`config.mk`:
```
export PLATFORM = sky130hd
export DESIGN_NAME = lvds_word_align
export DESIGN_NICKNAME = d
export VERILOG_FILES = /design/src/rtl/lvds_word_align.sv
export SDC_FILE = /design/constraint.sdc
export NUM_CORES = 1
export LEC_CHECK = 0
export ABC_CLOCK_PERIOD_IN_PS = 4100
export CELL_PAD_IN_SITES_DETAIL_PLACEMENT = 2
export CELL_PAD_IN_SITES_GLOBAL_PLACEMENT = 2
export CORE_ASPECT_RATIO = 0.75
export CORE_MARGIN = 1
export CORE_UTILIZATION = 34
export CTS_CLUSTER_SIZE = 20
export DETAILED_ROUTE_END_ITERATION = 12
export GPL_ROUTABILITY_DRIVEN = 0
export PLACE_DENSITY_LB_ADDON = 0.1
export RECOVER_POWER = 50
export SETUP_SLACK_MARGIN = 0.3
export SYNTH_ARGS = -nofsm -noshare
export SYNTH_HDL_FRONTEND = slang
export SYNTH_SLANG_ARGS = --single-unit
```
`constraint.sdc`:
```
create_clock -name I_clk_1x -period 4.1 [get_ports I_clk_1x]
set_clock_uncertainty 0.05 [all_clocks]
set_input_delay 0.82 -clock I_clk_1x [delete_from_list [all_inputs] [get_ports I_clk_1x]]
set_output_delay 0.82 -clock I_clk_1x [all_outputs]
set_load 0.02 [all_outputs]
```
`src/rtl/lvds_word_align.sv`:
```
// Recovers 7-bit word boundaries on a 4-lane LVDS link from the clock-lane pattern.
// Optional LOCKED-state mismatch counter on O_err_cnt when LVDS_ALIGN_ERR_CNT_EN is defined.
module lvds_word_align #(
  parameter logic [6:0]  CLK_PATTERN = 7'b1100011,
  parameter int unsigned LOCK_CNT    = 8,
  parameter int unsigned LOSS_CNT    = 4
) (
  input  logic        I_clk_1x,
  input  logic        I_rst,
  input  logic [6:0]  I_clk_lane_data,
  input  logic [6:0]  I_data0,
  input  logic [6:0]  I_data1,
  input  logic [6:0]  I_data2,
  input  logic [6:0]  I_data3,
  output logic        O_align_valid0,
  output logic        O_align_valid1,
  output logic        O_align_valid2,
  output logic        O_align_valid3,
  output logic [6:0]  O_align_data0,
  output logic [6:0]  O_align_data1,
  output logic [6:0]  O_align_data2,
  output logic [6:0]  O_align_data3,
  output logic        O_lock,
  output logic [2:0]  O_shift
`ifdef LVDS_ALIGN_ERR_CNT_EN
  ,
  output logic [15:0] O_err_cnt
`endif
);

  localparam logic [7:0] LockCntW = 8'(LOCK_CNT);
  localparam logic [7:0] LossCntW = 8'(LOSS_CNT);

  typedef enum logic [1:0] {
    StSearch  = 2'd0,
    StConfirm = 2'd1,
    StLocked  = 2'd2
  } state_e;

  // Lane 0 is the clock lane, lanes 1..4 are data lanes 0..3.
  logic [4:0][6:0] lanes_in;
  logic [4:0][6:0] cur_q;
  logic [4:0][6:0] prev_q;
  logic [1:0]      fill_q;

  state_e     state_q, state_d;
  logic [2:0] shift_q, shift_d;
  logic [7:0] match_cnt_q, match_cnt_d;
  logic [7:0] miss_cnt_q, miss_cnt_d;

  logic            valid_q;
  logic [3:0][6:0] align_data_q;

  logic [13:0] clk_w;
  logic        eval;
  logic        cur_match;
  logic        hit;
  logic [2:0]  hit_shift;
  logic        locked;

  function automatic logic [6:0] cand(input logic [13:0] w, input logic [2:0] s);
    cand = w[{1'b0, s} +: 7];
  endfunction

  assign lanes_in = {I_data3, I_data2, I_data1, I_data0, I_clk_lane_data};

  // Stage 1: current and previous word of every lane.
  always_ff @(posedge I_clk_1x or posedge I_rst) begin
    if (I_rst) begin
      cur_q  <= '0;
      prev_q <= '0;
      fill_q <= 2'd0;
    end else begin
      cur_q  <= lanes_in;
      prev_q <= cur_q;
      if (fill_q != 2'd2) begin
        fill_q <= fill_q + 2'd1;
      end
    end
  end

  assign clk_w     = {prev_q[0], cur_q[0]};
  assign eval      = (fill_q == 2'd2);
  assign cur_match = (cand(clk_w, shift_q) == CLK_PATTERN);
  assign locked    = (state_q == StLocked);

  // Lowest matching shift wins, hence the descending scan.
  always_comb begin
    hit       = 1'b0;
    hit_shift = 3'd0;
    for (int s = 6; s >= 0; s--) begin
      if (cand(clk_w, 3'(s)) == CLK_PATTERN) begin
        hit       = 1'b1;
        hit_shift = 3'(s);
      end
    end
  end

  always_comb begin
    state_d     = state_q;
    shift_d     = shift_q;
    match_cnt_d = match_cnt_q;
    miss_cnt_d  = miss_cnt_q;
    if (eval) begin
      unique case (state_q)
        StSearch: begin
          if (hit) begin
            shift_d     = hit_shift;
            match_cnt_d = 8'd1;
            state_d     = StConfirm;
          end
        end
        StConfirm: begin
          if (cur_match) begin
            if (match_cnt_q + 8'd1 >= LockCntW) begin
              match_cnt_d = 8'd0;
              miss_cnt_d  = 8'd0;
              state_d     = StLocked;
            end else begin
              match_cnt_d = match_cnt_q + 8'd1;
            end
          end else begin
            match_cnt_d = 8'd0;
            state_d     = StSearch;
          end
        end
        StLocked: begin
          if (cur_match) begin
            miss_cnt_d = 8'd0;
          end else if (miss_cnt_q + 8'd1 >= LossCntW) begin
            miss_cnt_d  = 8'd0;
            match_cnt_d = 8'd0;
            state_d     = StSearch;
          end else begin
            miss_cnt_d = miss_cnt_q + 8'd1;
          end
        end
        default: begin
          state_d     = StSearch;
          match_cnt_d = 8'd0;
          miss_cnt_d  = 8'd0;
        end
      endcase
    end
  end

  always_ff @(posedge I_clk_1x or posedge I_rst) begin
    if (I_rst) begin
      state_q     <= StSearch;
      shift_q     <= 3'd0;
      match_cnt_q <= 8'd0;
      miss_cnt_q  <= 8'd0;
    end else begin
      state_q     <= state_d;
      shift_q     <= shift_d;
      match_cnt_q <= match_cnt_d;
      miss_cnt_q  <= miss_cnt_d;
    end
  end

  // Stage 2: aligned output words, zeroed whenever not locked.
  always_ff @(posedge I_clk_1x or posedge I_rst) begin
    if (I_rst) begin
      valid_q      <= 1'b0;
      align_data_q <= '0;
    end else begin
      valid_q <= locked;
      for (int i = 0; i < 4; i++) begin
        align_data_q[i] <= locked ? cand({prev_q[i+1], cur_q[i+1]}, shift_q) : 7'h00;
      end
    end
  end

`ifdef LVDS_ALIGN_ERR_CNT_EN
  logic [15:0] err_cnt_q;

  always_ff @(posedge I_clk_1x or posedge I_rst) begin
    if (I_rst) begin
      err_cnt_q <= 16'h0000;
    end else if (eval && locked && !cur_match && (err_cnt_q != 16'hFFFF)) begin
      err_cnt_q <= err_cnt_q + 16'h0001;
    end
  end

  assign O_err_cnt = err_cnt_q;
`endif

  assign O_align_valid0 = valid_q;
  assign O_align_valid1 = valid_q;
  assign O_align_valid2 = valid_q;
  assign O_align_valid3 = valid_q;
  assign O_align_data0  = align_data_q[0];
  assign O_align_data1  = align_data_q[1];
  assign O_align_data2  = align_data_q[2];
  assign O_align_data3  = align_data_q[3];
  assign O_lock         = locked;
  assign O_shift        = shift_q;

endmodule

```
### Word level (Yosys, flattened, before mapping)

Index checks and enable logic that the tools add are counted.

* multiplexer cells: 35
* $lt $le $gt $ge: 2
* equality and inequality tests: 18
* bitwise gates (word level): 1
* reduce and logical (&&, ||, !) cells: 5
* shifts and indexed selects: 5
* add/sub/neg operators: 3

Operators with widths (number)
* two-way mux 8 bit: 9
* variable part select 14 x 4 -> 7 bit: 5
* == test 7 bit (second input constant): 8
* one-hot mux 8 bit (3 select lines): 2
* two-way mux 7 bit: 4
* two-way mux 3 bit: 7
* adder 8 x 1 -> 8 bit (second input constant): 2
* two-way mux 2 bit: 5
* != test 2 bit (second input constant): 5
* >= comparator 8 x 3 -> 1 bit (second input constant): 1
* >= comparator 8 x 4 -> 1 bit (second input constant): 1
* AND reduction 4 bit: 2
* two-way mux 1 bit: 7
* one-hot mux 2 bit (3 select lines): 1
* AND reduction 5 bit: 1
* == test 2 bit (second input constant): 2
* != test 3 bit (second input constant): 1
* AND reduction 3 bit: 1
* adder 2 x 1 -> 2 bit (second input constant): 1
* == test 2 x 1 -> 1 bit (second input constant): 1
* logical NOT 2 bit: 1
* != test 2 x 1 -> 1 bit (second input constant): 1
* inverter 1 bit: 1

* flip-flop bits (word level): 122
* logic and storage cells: 89
* output and inout port bits: 36
* bits of input ports: 37

### Longest topological paths before layout

* depth after elaboration: 10
* mapped depth: 8
* gate-level depth less buffers: 7

### Worst setup path after synthesis

Ideal clock, no wire load.

* path type: register -> register
* start point: reg shift_q[1], in the netlist O_shift[1]
* end point: reg match_cnt_q[1]
* clock period less this slack: 2.053 ns
* stages on the path, launching flop included: 8
* path buffers: 1
* path slack: 2.047 ns
* required time: 3.929 ns
* library setup time: 0.121 ns
* data arrival time: 1.882 ns
* cell sequence: dfrtp_1 buf_6 and3b_1 a311oi_1 and4b_1 o32a_4 a21o_1 a22o_1

* cells in the longest elaborated chain, start to end: 4
* elaborated cells between the ends (all ways): 6
* classes of those cells: 2 x eq/ne; 1 x shift; 2 x mux; 1 x reduce/logical

Ends and longest elaborated chain
* start: declaration: RTL line 47 `logic [2:0] shift_q, shift_d;`
* start signal: assignment: RTL line 155 `shift_q <= shift_d;`
* variable part select 14 x 4 -> 7 bit (*): RTL line 62 `cand = w[{1'b0, s} +: 7];`
* == test 7 bit (*): RTL line 84 `assign cur_match = (cand(clk_w, shift_q) == CLK_PATTERN);`
* two-way mux 8 bit / != test 2 bit (equally long branches)
* one-hot mux 8 bit (3 select lines) / AND reduction 4 bit (equally long branches)
* end signal: assignment: RTL line 156 `match_cnt_q <= match_cnt_d;`
* end: declaration: RTL line 48 `logic [7:0] match_cnt_q, match_cnt_d;`

Every way passes the cells marked *; elsewhere a longest branch is shown, timed or not.
A chain may end at the register's enable or synchronous reset.

### Worst setup path after layout

* start point: reg shift_q[0], in the netlist O_shift[0]
* end point: out O_shift[0]

RTL lines
* end: declaration: RTL line 24 `output logic [2:0] O_shift`

No word-level cell between the ends.

==> reports/results.ini <==
[sta]
fmax_ghz=0.320
report.final.hold_viol_count=0
slew_viol_final=43
fin_crit_sh=0.762
max_slew_margin=-0.335
postLayoutSetupSlackWorst_ns=0.976
layout_min_cycle_time_ns=3.12
worst-slew-pin-transition_ns=1.99
rsz_0062_raised_after_global_routing=no
setup_total_negative_slack_ns=0
report.final.setup_viol=0

[clocking]
cts-root-buf=clkbuf_16
cts-root-to-sink-buffers=2
htreeDepth=4
post_cts_buffers=0
clock_sinks=122
tritoncts_buffers=17
worst_skew_pair.late_latency_ns=0.42
cts-resized-gates=0
clock_pin_slew_worst_setup_and_hold_paths_ns=0.05
cts_tree=yes
cts_hold_buffers=0

[pwr]
power.static_leakage_nw=3.10
vdd_ir_max_mv=0.306
power.density_cell_area_mw_per_mm2=464
design_power_total_mw=3.27

[placed_design]
place_hpwl_um=9390
port-buffer-count=72
post-place-ws_ns=1.54

[grt]
grt_pass1_vias=4168
grt_max_degree=51
grt_antenna_before_repair=0
grt_overflow=0
grt_first_pass_wirelength_um=23200
track_usage=0.181

[detailed_routing]
drc=0
vias_per_cell=5.17
wl_per_cell_um=19.2
route.antenna.remaining_nets=0
route.final.wire_length_um=13600
drt-initial-drc-count=201
vias=3667
drt-pass1-iter-count=6

[synthesis]
yosys.cell_types.count=56
postSynthRegisterBits=122
syn_area_mm2=0.00557
ys_seq_area_frac=0.548
synth.avg_cell_area_um2=13.4
synth-edff-count=0
synth_flop_cell=dfrtp_1
syn_inst=415
yosysWarnings=0
async_reset_ff_frac=1.00
syn_nets=457

[worst_setup_path]
critical_path_cell_by_cell=clkdlybuf4s50_1
path_depth=1
worstSetupPathType=flip-flop to output port
cp_max_fo=28
max_stage_delay_ns=1.07
critPathArrivalTime_ns=2.25
cp-startpoint=O_shift[0]
regToRegStartpoint=O_shift[0]
worst-endpoint-required_ns=3.23
worstSetupStartpointType=flip-flop
rrSetupSlack_ns=1.36
critPathSlowestCell=dfrtp_1
r2r-end=O_align_data3[4]
timing.critical_path.max_delay_family=flip-flops
reg2reg_depth=4
cp_num_buf_inv=1
critPathCapture=O_shift[0]
timing.critical_path.to_type=output port

[worst_hold_path]
hold_class=flip-flop to flip-flop

[layout]
final_net_count=528
layout-drive-gt1-share=0.164
signed_area_change_from_the_synthesized_netlist_to_the_final_layout_pct=26.7
antennaDiodeCount=0

[flow_run]
max_cap_viol_count=1

[die]
floorplan.rows=40
initial_utilization=0.348
core-area_mm2=0.0160
die-area_mm2=0.0169
floorplan.die.height_um=113
die_width_um=150
ioPinCount=73

[run_status]
run_status=finished with violations
violations_in_the_final_reports=max-capacitance violations, max-slew violations

## cells in the final DEF (no fill, tap or decap), drive strengths merged, types with 6 or more instances in the layout
master / netlist / final
dfrtp: 122 / 122
mux2i: 43 / 43
nor2: 36 / 36
dlygate4sd3: 0 / 36
clkdlybuf4s50: 0 / 36
mux4: 32 / 32
clkbuf: 7 / 25
nand2: 24 / 24
a21oi: 14 / 14
and3b: 10 / 10
o21ai: 10 / 10
inv: 10 / 9
and3: 8 / 8
buf: 20 / 7
nand3: 6 / 6
## worst min path at each step
stage	from	slack [ns]	depth (start not counted)	endpoint
floorplan	clk_w[5]	0.30	0	clk_w[12]
global placement	cur_q[21]	0.31	0	prev_q[21]
detailed placement	cur_q[7]	0.31	0	prev_q[7]
CTS	cur_q[7]	0.32	0	prev_q[7]
global route	cur_q[7]	0.34	0	prev_q[7]
finish	cur_q[7]	0.32	0	prev_q[7]
## metal layers
layer  share of wire  global-route usage  routed length [µm]
met1            0.48               0.249                6570
met2            0.48               0.280                6480
met3           0.026              0.0367                 356
met4           0.016              0.0734                 217
met5               0                   0                   0
## synth_stat cells, types with 2 or more instances
cell / count / area share
o21ai_0: 5 / 0.0045
buf_6: 2 / 0.0040
mux4_2: 32 / 0.13
nand2b_1: 5 / 0.0056
and4bb_1: 2 / 0.0045
nand4_1: 2 / 0.0022
xnor2_1: 2 / 0.0031
nand3_1: 6 / 0.0054
o21ai_1: 5 / 0.0045
and2_1: 5 / 0.0056
nor2_1: 36 / 0.024
nor4b_1: 2 / 0.0031
nor3_1: 3 / 0.0027
nor3b_1: 4 / 0.0054
nand2_1: 24 / 0.016
mux2_2: 4 / 0.0081
a22o_1: 2 / 0.0031
buf_2: 12 / 0.011
dfrtp_1: 122 / 0.55
o22ai_1: 3 / 0.0034
buf_4: 4 / 0.0054
mux2i_1: 43 / 0.077
a31oi_1: 5 / 0.0056
and3_1: 8 / 0.0090
and3b_1: 10 / 0.016
ha_1: 5 / 0.011
a32o_1: 2 / 0.0036
a21oi_1: 14 / 0.013
clkbuf_1: 7 / 0.0047
nand3b_1: 2 / 0.0027
inv_1: 10 / 0.0067
buf_1: 2 / 0.0013
o31ai_1: 2 / 0.0027
## power breakdown
group	leakage, nW	switching, mW	internal, mW
clock network	0.291	0.526	0.955
logic	1.29	0.226	0.223
registers	1.53	0.0868	1.26
total	3.10	0.839	2.43
## final cells by class
cell class,count,area [µm²]
fillers,1582,8950
flip-flops and latches,122,3060
multi-input cells,256,2330
repair buffers,79,786
clock buffers,25,495
well taps,210,263
clock inverters,7,88.8
inverters,10,38.8
## registers in the layout, summed over array words and instances, names as in the netlist, 3 cells and up
name / flops
cur_q: 28
prev_q: 28
clk_w: 14
match_cnt_q: 8
miss_cnt_q: 8
O_align_data0: 7
O_align_data1: 7
O_align_data2: 7
O_align_data3: 7
O_shift: 3
## kinds of logic (layout without fill, tap and decap cells)
family          after synthesis  in the layout  share of synthesized area
compound gates               51             51                     0.0667
mux                          80             80                      0.217
buf+inv                      37            121                     0.0330
xor+xnor                      2              2                    0.00314
flops                       122            122                      0.548
simple gates                118            118                      0.121
fa+ha+maj                     5              5                     0.0112
## stage by stage
stage	hold slack [ns]	std cells	util	area [µm²]
2_1_floorplan	0.299	415	-	5580
3_3_place_gp	0.314	677	0.405	6480
3_5_place_dp	0.312	677	0.405	6480
4_1_cts	0.325	709	0.441	7070
5_1_grt	0.344	709	0.441	7060
6_report	0.324	709	0.441	7060
(Power assumes the default switching activity.)
